### src/rtl/control_fsm.sv
`default_nettype none
// ============================================================================
//  Module   : control_fsm
//  Purpose  : Multi-cycle instruction sequencer (FETCH/DECODE/WAIT/WB/HALT).
//             Accepts opcodes over valid/ready, drives ALU select, launches
//             multi-cycle ALU ops with a timeout, retires via we3/pc_en and
//             halts on the all-ones opcode.
//  Options  : CTRL_ILLEGAL_TRAP_EN - unimplemented opcodes halt with fault
//             (undefined: they are dropped as a NOP and fetch resumes).
//  Revision : 1.0 - initial release
// ============================================================================
module control_fsm #(
  parameter int          OPW     = 5,
  parameter int          FUNCW   = 5,
  parameter int          NUM_OPS = 6,
  parameter logic [31:0] MC_MASK = 32'h18,
  parameter int          ALU_TMO = 64
) (
  input  logic             clk,
  input  logic             rst_n,
  input  logic             instr_valid,
  output logic             instr_ready,
  input  logic [OPW-1:0]   opcode,
  output logic [FUNCW-1:0] alu_func,
  output logic             alu_start,
  input  logic             alu_done,
  output logic             we3,
  output logic             pc_en,
  output logic             halted,
  output logic             fault
);

  localparam int              TMOW     = $clog2(ALU_TMO + 1);
  localparam logic [OPW-1:0]  OP_HLT   = {OPW{1'b1}};
  localparam logic [TMOW-1:0] TMO_LAST = TMOW'(ALU_TMO - 1);

  typedef enum logic [2:0] {
    S_FETCH  = 3'd0,
    S_DECODE = 3'd1,
    S_WAIT   = 3'd2,
    S_WB     = 3'd3,
    S_HALT   = 3'd4
  } state_t;

  state_t             state_q;
  logic [OPW-1:0]     op_q;
  logic [TMOW-1:0]    tmo_q;
  logic               fault_q;
  logic               instr_ready_q;
  logic [FUNCW-1:0]   alu_func_q;
  logic               alu_start_q;
  logic               we3_q;
  logic               pc_en_q;
  logic               halted_q;

  // Opcode lies inside the implemented range.
  function automatic logic is_legal(input logic [OPW-1:0] op);
    return (int'(op) < NUM_OPS);
  endfunction

  // Implemented opcode whose MC_MASK bit marks it multi-cycle; mask bits at or
  // above NUM_OPS never matter because of the legality gate.
  function automatic logic is_mc(input logic [OPW-1:0] op);
    logic [31:0] sh;
    sh = MC_MASK >> op;
    return is_legal(op) && sh[0];
  endfunction

  // Sequencer: every output is a register loaded together with the state it
  // belongs to, so outputs are pure Moore and glitch-free.
  always_ff @(posedge clk or negedge rst_n) begin
    if (!rst_n) begin
      state_q       <= S_FETCH;
      op_q          <= '0;
      tmo_q         <= '0;
      fault_q       <= 1'b0;
      instr_ready_q <= 1'b1;
      alu_func_q    <= '0;
      alu_start_q   <= 1'b0;
      we3_q         <= 1'b0;
      pc_en_q       <= 1'b0;
      halted_q      <= 1'b0;
    end else begin
      case (state_q)
        S_FETCH: begin
          if (instr_valid) begin
            state_q       <= S_DECODE;
            op_q          <= opcode;
            instr_ready_q <= 1'b0;
            alu_func_q    <= FUNCW'(opcode);
            alu_start_q   <= is_mc(opcode);
          end
        end
        S_DECODE: begin
          alu_start_q <= 1'b0;
          if (op_q == OP_HLT) begin
            state_q    <= S_HALT;
            halted_q   <= 1'b1;
            alu_func_q <= '0;
          end else if (is_mc(op_q)) begin
            state_q <= S_WAIT;
            tmo_q   <= '0;
          end else if (is_legal(op_q)) begin
            state_q <= S_WB;
            we3_q   <= 1'b1;
            pc_en_q <= 1'b1;
          end else begin
`ifdef CTRL_ILLEGAL_TRAP_EN
            state_q    <= S_HALT;
            halted_q   <= 1'b1;
            fault_q    <= 1'b1;
            alu_func_q <= '0;
`else
            // Dropped without retiring: the PC is not advanced.
            state_q       <= S_FETCH;
            instr_ready_q <= 1'b1;
            alu_func_q    <= '0;
`endif
          end
        end
        S_WAIT: begin
          tmo_q <= tmo_q + 1'b1;
          if (alu_done) begin
            state_q <= S_WB;
            we3_q   <= 1'b1;
            pc_en_q <= 1'b1;
          end else if (tmo_q == TMO_LAST) begin
            state_q    <= S_HALT;
            halted_q   <= 1'b1;
            fault_q    <= 1'b1;
            alu_func_q <= '0;
          end
        end
        S_WB: begin
          state_q       <= S_FETCH;
          we3_q         <= 1'b0;
          pc_en_q       <= 1'b0;
          instr_ready_q <= 1'b1;
          alu_func_q    <= '0;
        end
        S_HALT: begin
          state_q <= S_HALT;
        end
        default: begin
          state_q       <= S_FETCH;
          instr_ready_q <= 1'b1;
          alu_func_q    <= '0;
          alu_start_q   <= 1'b0;
          we3_q         <= 1'b0;
          pc_en_q       <= 1'b0;
          halted_q      <= 1'b0;
        end
      endcase
    end
  end

  assign instr_ready = instr_ready_q;
  assign alu_func    = alu_func_q;
  assign alu_start   = alu_start_q;
  assign we3         = we3_q;
  assign pc_en       = pc_en_q;
  assign halted      = halted_q;
  assign fault       = fault_q;

endmodule
`default_nettype wire

### config.mk
export PLATFORM = sky130hd
export DESIGN_NAME = control_fsm
export DESIGN_NICKNAME = d
export VERILOG_FILES = /design/src/rtl/control_fsm.sv
export SDC_FILE = /design/constraint.sdc
export NUM_CORES = 1
export LEC_CHECK = 0
export BUFFER_PORTS_ARGS = -buffer_cell sky130_fd_sc_hd__buf_2
export CAP_MARGIN = 25
export CELL_PAD_IN_SITES_DETAIL_PLACEMENT = 0
export CELL_PAD_IN_SITES_GLOBAL_PLACEMENT = 2
export CORE_UTILIZATION = 33
export CTS_BUF_LIST = sky130_fd_sc_hd__clkbuf_4 sky130_fd_sc_hd__clkbuf_8
export CTS_CLUSTER_SIZE = 25
export DETAILED_ROUTE_END_ITERATION = 12
export GPL_ROUTABILITY_DRIVEN = 0
export PLACE_DENSITY = 0.74
export REMOVE_ABC_BUFFERS = 1
export SLEW_MARGIN = 20
export SYNTH_ARGS = -nofsm -noshare
export SYNTH_HDL_FRONTEND = slang
export SYNTH_SLANG_ARGS = --single-unit
### constraint.sdc
create_clock -name clk -period 1.71 [get_ports clk]
set_clock_uncertainty 0.1 [all_clocks]
set_input_delay 0.171 -clock clk [delete_from_list [all_inputs] [get_ports clk]]
set_output_delay 0.171 -clock clk [all_outputs]
set_load 0.005 [all_outputs]
; ---- Yosys cells after proc, flatten, opt, wreduce, memory -nomap -nowiden
; Cells that the tools add are included.
[classes]
n_addsub = 1
multipliers = 0
n_div = 0
n_lt_le_gt_ge = 2
eq_ne = 19
shifts = 2
n_mux = 33
n_bitwise = 6
reduce_logical = 17
[ops]
columns = op, n
row1 = 5-bit 2-to-1 mux, 6
row2 = "2-bit inequality test, second input constant", 10
row3 = 5-bit one-hot mux with 4 select lines, 1
row4 = 7-bit 2-to-1 mux, 2
row5 = 7-bit one-hot mux with 2 select lines, 1
row6 = 1-bit 2-to-1 mux, 12
row7 = 3-bit 2-to-1 mux, 4
row8 = 3-bit one-hot mux with 4 select lines, 1
row9 = "5-bit by 3-bit less-than comparator with 1-bit output, second input constant", 2
row10 = 5-bit AND reduction, 2
row11 = "5-bit by 5-bit >> shifter with 1-bit output, first input constant", 2
row12 = "3-bit inequality test, second input constant", 3
row13 = 1-bit one-hot mux with 3 select lines, 3
row14 = "7-bit by 1-bit adder with 7-bit output, second input constant", 1
row15 = "7-bit by 6-bit == test with 1-bit output, second input constant", 1
row16 = "3-bit by 2-bit == test with 1-bit output, second input constant", 2
row17 = 1-bit inverter, 6
row18 = 2-bit AND reduction, 3
row19 = 3-bit AND reduction, 2
row20 = 6-bit AND reduction, 1
row21 = 3-bit OR reduction, 2
row22 = "5-bit == test, second input constant", 1
row23 = 2-bit 2-to-1 mux, 2
row24 = 4-bit AND reduction, 1
row25 = other kinds (7), 9
[totals]
register_bits = 25
latchBits = 0
mem_bits_rw = 0
rom_bits = 0
input_bits = 9
word_cells = 89
memories = 0

; ---- Depth between registers and ports, before layout
[depth]
ltp_word = 5
depth_mapped = 6
depth_no_buf = 5

; ---- Least setup slack after synthesis
; No wires, ideal clock.
[synth_timing]
path_kind = register to register
from = reg tmo_q[0]
to = reg alu_func_q[0], in the netlist alu_func[0]
arrival_time_ns = 1.371
required_ns = 1.489
slack_ns = 0.118
path_stages_with_launch = 6
path_buffers = 0
synth_period_minus_slack_ns = 1.592
path_cell_list = dfrtp_1 > ha_1 > nand3_1 > nor4_2 > o211ai_2 > a22o_1
[synth_via]
elab_chain_cells = 3
[synth_lines]
columns = item, line
row1 = "start, declared", 47  ; logic [TMOW-1:0] tmo_q;
row2 = "start signal, assigned", 122  ; tmo_q <= tmo_q + 1'b1;
row3 = 7-bit by 6-bit == test with 1-bit output, 127  ; end else if (tmo_q == TMO_LAST) begin
row4 = 2-bit inequality test (no line), --
row5 = 6-bit AND reduction (no line), --
row6 = "end signal, assigned", 90  ; alu_func_q <= FUNCW'(opcode);
row7 = "end, declared", 50  ; logic [FUNCW-1:0] alu_func_q;
; Every way passes these cells.
; A chain may end at the register's enable or synchronous reset.

; ---- Worst setup path after layout
[layout_timing]
from = reg state_q[2]
to = reg alu_func_q[4], in the netlist alu_func[4]
[layout_via]
elab_chain_cells = 3
elab_cells_between_ends = 12
cone_classes = eq/ne: 8 / mux: 1 / bitwise: 1 / reduce/logical: 2
[layout_lines]
columns = item, line
row1 = "start, declared", 45  ; state_t state_q;
row2 = "start signal, assigned", 73  ; state_q <= S_FETCH;
row3 = "start signal, assigned", 87  ; state_q <= S_DECODE;
row4 = "start signal, assigned", 97  ; state_q <= S_HALT;
row5 = "3-bit by 1-bit == test with 1-bit output, or another cell as far along", 84  ; case (state_q)
row6 = "3-bit inequality test (no line), or another cell as far along", --
row7 = 6-bit AND reduction (no line), --
; Parallel ways exist; a longest one is shown, timed or not.

==> results.toml <==
[setup_path]
timing.critical_path.from_type = "register"
critPathMaxFanout = 11
crit_arrival_ns = 1.70
wp_data_required_ns = 1.81
cp-end-kind = "register"
worst-setup-path-type = "register to register"

[flow_run]
max_cap_viol_count = 0

[yosys]
synth.largest_area_cell = "dfrtp_1"
ys.flop_type = "dfrtp_1"
yosysWarningCount = 0
synth.top_cells.by_area = "dfrtp_1 47%, mux2_2 4.4%, nor2_1 4.4%, o21ai_0 3.9%, nand2_1 3.5%"
synth_most_common_cell = "dfrtp_1"
post_synthesis_cells = 125
synthTopCellsByCount = "24 x dfrtp_1, 15 x nor2_1, 12 x nand2_1"
synth.ff_latch_count = 25
mean_area_per_synthesized_cell_um2 = 10.3
synth_largest_type_area_fraction_pct = 46.8
syn-cell-area_mm2 = 0.00128
synth-edff-count = 0
synth.yosys.seq_area_share_pct = 48.8
synth_cell_type_count = 41
ys_async_sr_fraction_pct = 100

[floorplanning]
core_area_mm2 = 0.00369
initial_core_util_pct = 34.8
die_h_um = 64.4
dieWidth_um = 64.4
placementRows = 22
total_die_area_mm2 = 0.00414
design.portCount = 20

[detailed_routing]
drt_wl_total_mm = 2.79
drt_first_iter_violations = 55
routed-via-count = 1004
number_of_remaining_drc_errors = 0
routed_wire_length_per_instance_um = 13.9
drt_pass1_iterations = 4
ant_nets = 0
viasPerCell = 5.02

[global_routing]
grt-ovfl-total = 0
initial_antenna_violation_count = 0
grt_pass1_wl_mm = 4.79
grt_pass1_vias = 1005
grt_start_max_net_pins = 26
grt_util_all_layers_pct = 15.0

[final_layout]
fill_count = 390
ff_latch_area_um2 = 628
flow.area_growth_from_synthesis_pct = 20.1
antennaDiodeCount = 0
finish.cell_count_without_fillers = 200
layout-drive-gt1-share_pct = 34.2
total_area_of_multi_input_combinational_cells_um2 = 621
nets = 163

[timing]
final-max-slew-violation-count = 0
maxSlewHeadroom_pct = 61.5
final_hold_vio_count = 0
layout_worst_path_cycle_share_pct = 93.7
fmaxAchievable_mhz = 624
min_period_ns = 1.60
timing_worst_slew_pin_value_ns = 0.577
setup_violations = 0
grt_setup_unrepaired = "false"
worst_hold_slack_ns = 0.0777

[clock_network]
clockRootBuffer = "clkbuf_8"
cts.clk_slew.worst_paths_ns = 0.09
numCtsBuffers = 3
insertion_delay_ns = 0.26
ctsLongestPathBuffers = 2
cts_tree = "yes"
postCtsSetupRepairBufs = 0
clkSinkCount = 25
cts_max_level = 1

[power_and_ir_drop]
vdd_drop_max_v = 0.000625
power-per-cell-area_mw_per_mm2 = 1570
static-leakage-power_nw = 0.702
power_mw = 2.43

[min_path]
hold_path.class = "primary input to register"

[place]
placed_cells = 195
port_buffers = 19
dp.final_hpwl_mm = 2.08

[status]
outcome = "finished clean"
critical path, stage by stage, from the launching register on:
cell	delay, ns
dfrtp_2	0.50
or3b_4	0.49
o211ai_2	0.28
a22o_1	0.17
cells in the final DEF, fill, tap and decap left out, types with 3 or more instances in the layout:
cell type	Yosys	layout
nor2_1	15	15
nand2_1	12	12
o21ai_0	10	9
nand3_1	6	5
mux2_2	5	5
clkbuf_8	0	3
a21oi_1	5	5
inv_1	3	3
dfrtp_1	24	23
a22o_1	5	5
buf_2	1	19
buf_4	1	9
report_power, final:
group	total, mW	internal (mW)	switching (mW)
clock	0.356	0.182	0.174
combinational	1.07	0.546	0.520
sequential	1.00	0.813	0.192
area by class of cell:
type,count,share of cell area (%)
Sequential cell,25,40.7
Multi-Input combinational cell,91,40.3
Timing Repair Buffer,29,11.2
Tap cell,48,3.90
Clock buffer,4,3.17
Inverter,3,0.731
cell families after synthesis:
logic type | after synthesis | synth area share, %
compound gates | 30 | 16.1
xor+xnor | 4 | 2.73
fa+ha+maj | 1 | 0.975
buf+inv | 9 | 4.78
flops | 25 | 48.8
mux | 5 | 4.39
simple gates | 51 | 22.2
routing by layer:
| metal | track usage, % | up-vias | routed length, µm |
|---|---|---|---|
| li1 | - | 495 | - |
| met1 | 21.0 | 486 | 1340 |
| met2 | 23.9 | 21 | 1340 |
| met3 | 2.32 | 2 | 89 |
| met4 | 4.17 | 0 | 23 |
| met5 | 0 | - | 0 |
per-stage QoR:
stage / setup WS (ns) / cell area, µm² / util (%) / setup TNS (ns)
after floorplan: 0.111 / 1230 / - / 0
after global placement: 0.0387 / 1460 / 39.5 / 0
after detailed placement: -0.0457 / 1460 / 39.5 / -0.234
after CTS: 0.0108 / 1520 / 41.1 / 0
after global routing: 0.0266 / 1540 / 41.8 / 0
final: 0.107 / 1540 / 41.8 / 0
repair_timing:
item | 4_1_cts | 5_1_grt
pin swaps | 0 | 1
endpoints found under the setup margin | 6 | 19
resized for setup | 1 | 7
hold buffers | 1 | 0
endpoints found under the hold margin | 24 | 0
state kept, by name, indices dropped and copies added, names as in the netlist:
signal       cells
alu_func         5
alu_start        1
fault            1
halted           1
instr_ready      1
op_q             5
pc_en            1
state_q          3
tmo_q            7
worst paths after layout:
kind                                         from                       to  slack, ns  depth (start not counted)
max in group asynchronous                   rst_n   state_q[2]$_DFFE_PN0P_       0.75                          2
setup / recovery           state_q[2]$_DFFE_PN0P_  alu_func[4]$_DFFE_PN0P_       0.11                          3
hold / removal                          opcode[2]  alu_func[2]$_DFFE_PN0P_       0.08                          2
setup reg to reg           state_q[2]$_DFFE_PN0P_  alu_func[4]$_DFFE_PN0P_       0.11                          3
min in group asynchronous                   rst_n     tmo_q[4]$_DFFE_PN0P_       0.35                          2
hold reg to reg                 fault$_DFFE_PN0P_        fault$_DFFE_PN0P_       0.37                          1
Power figures use the tool's default switching activity.
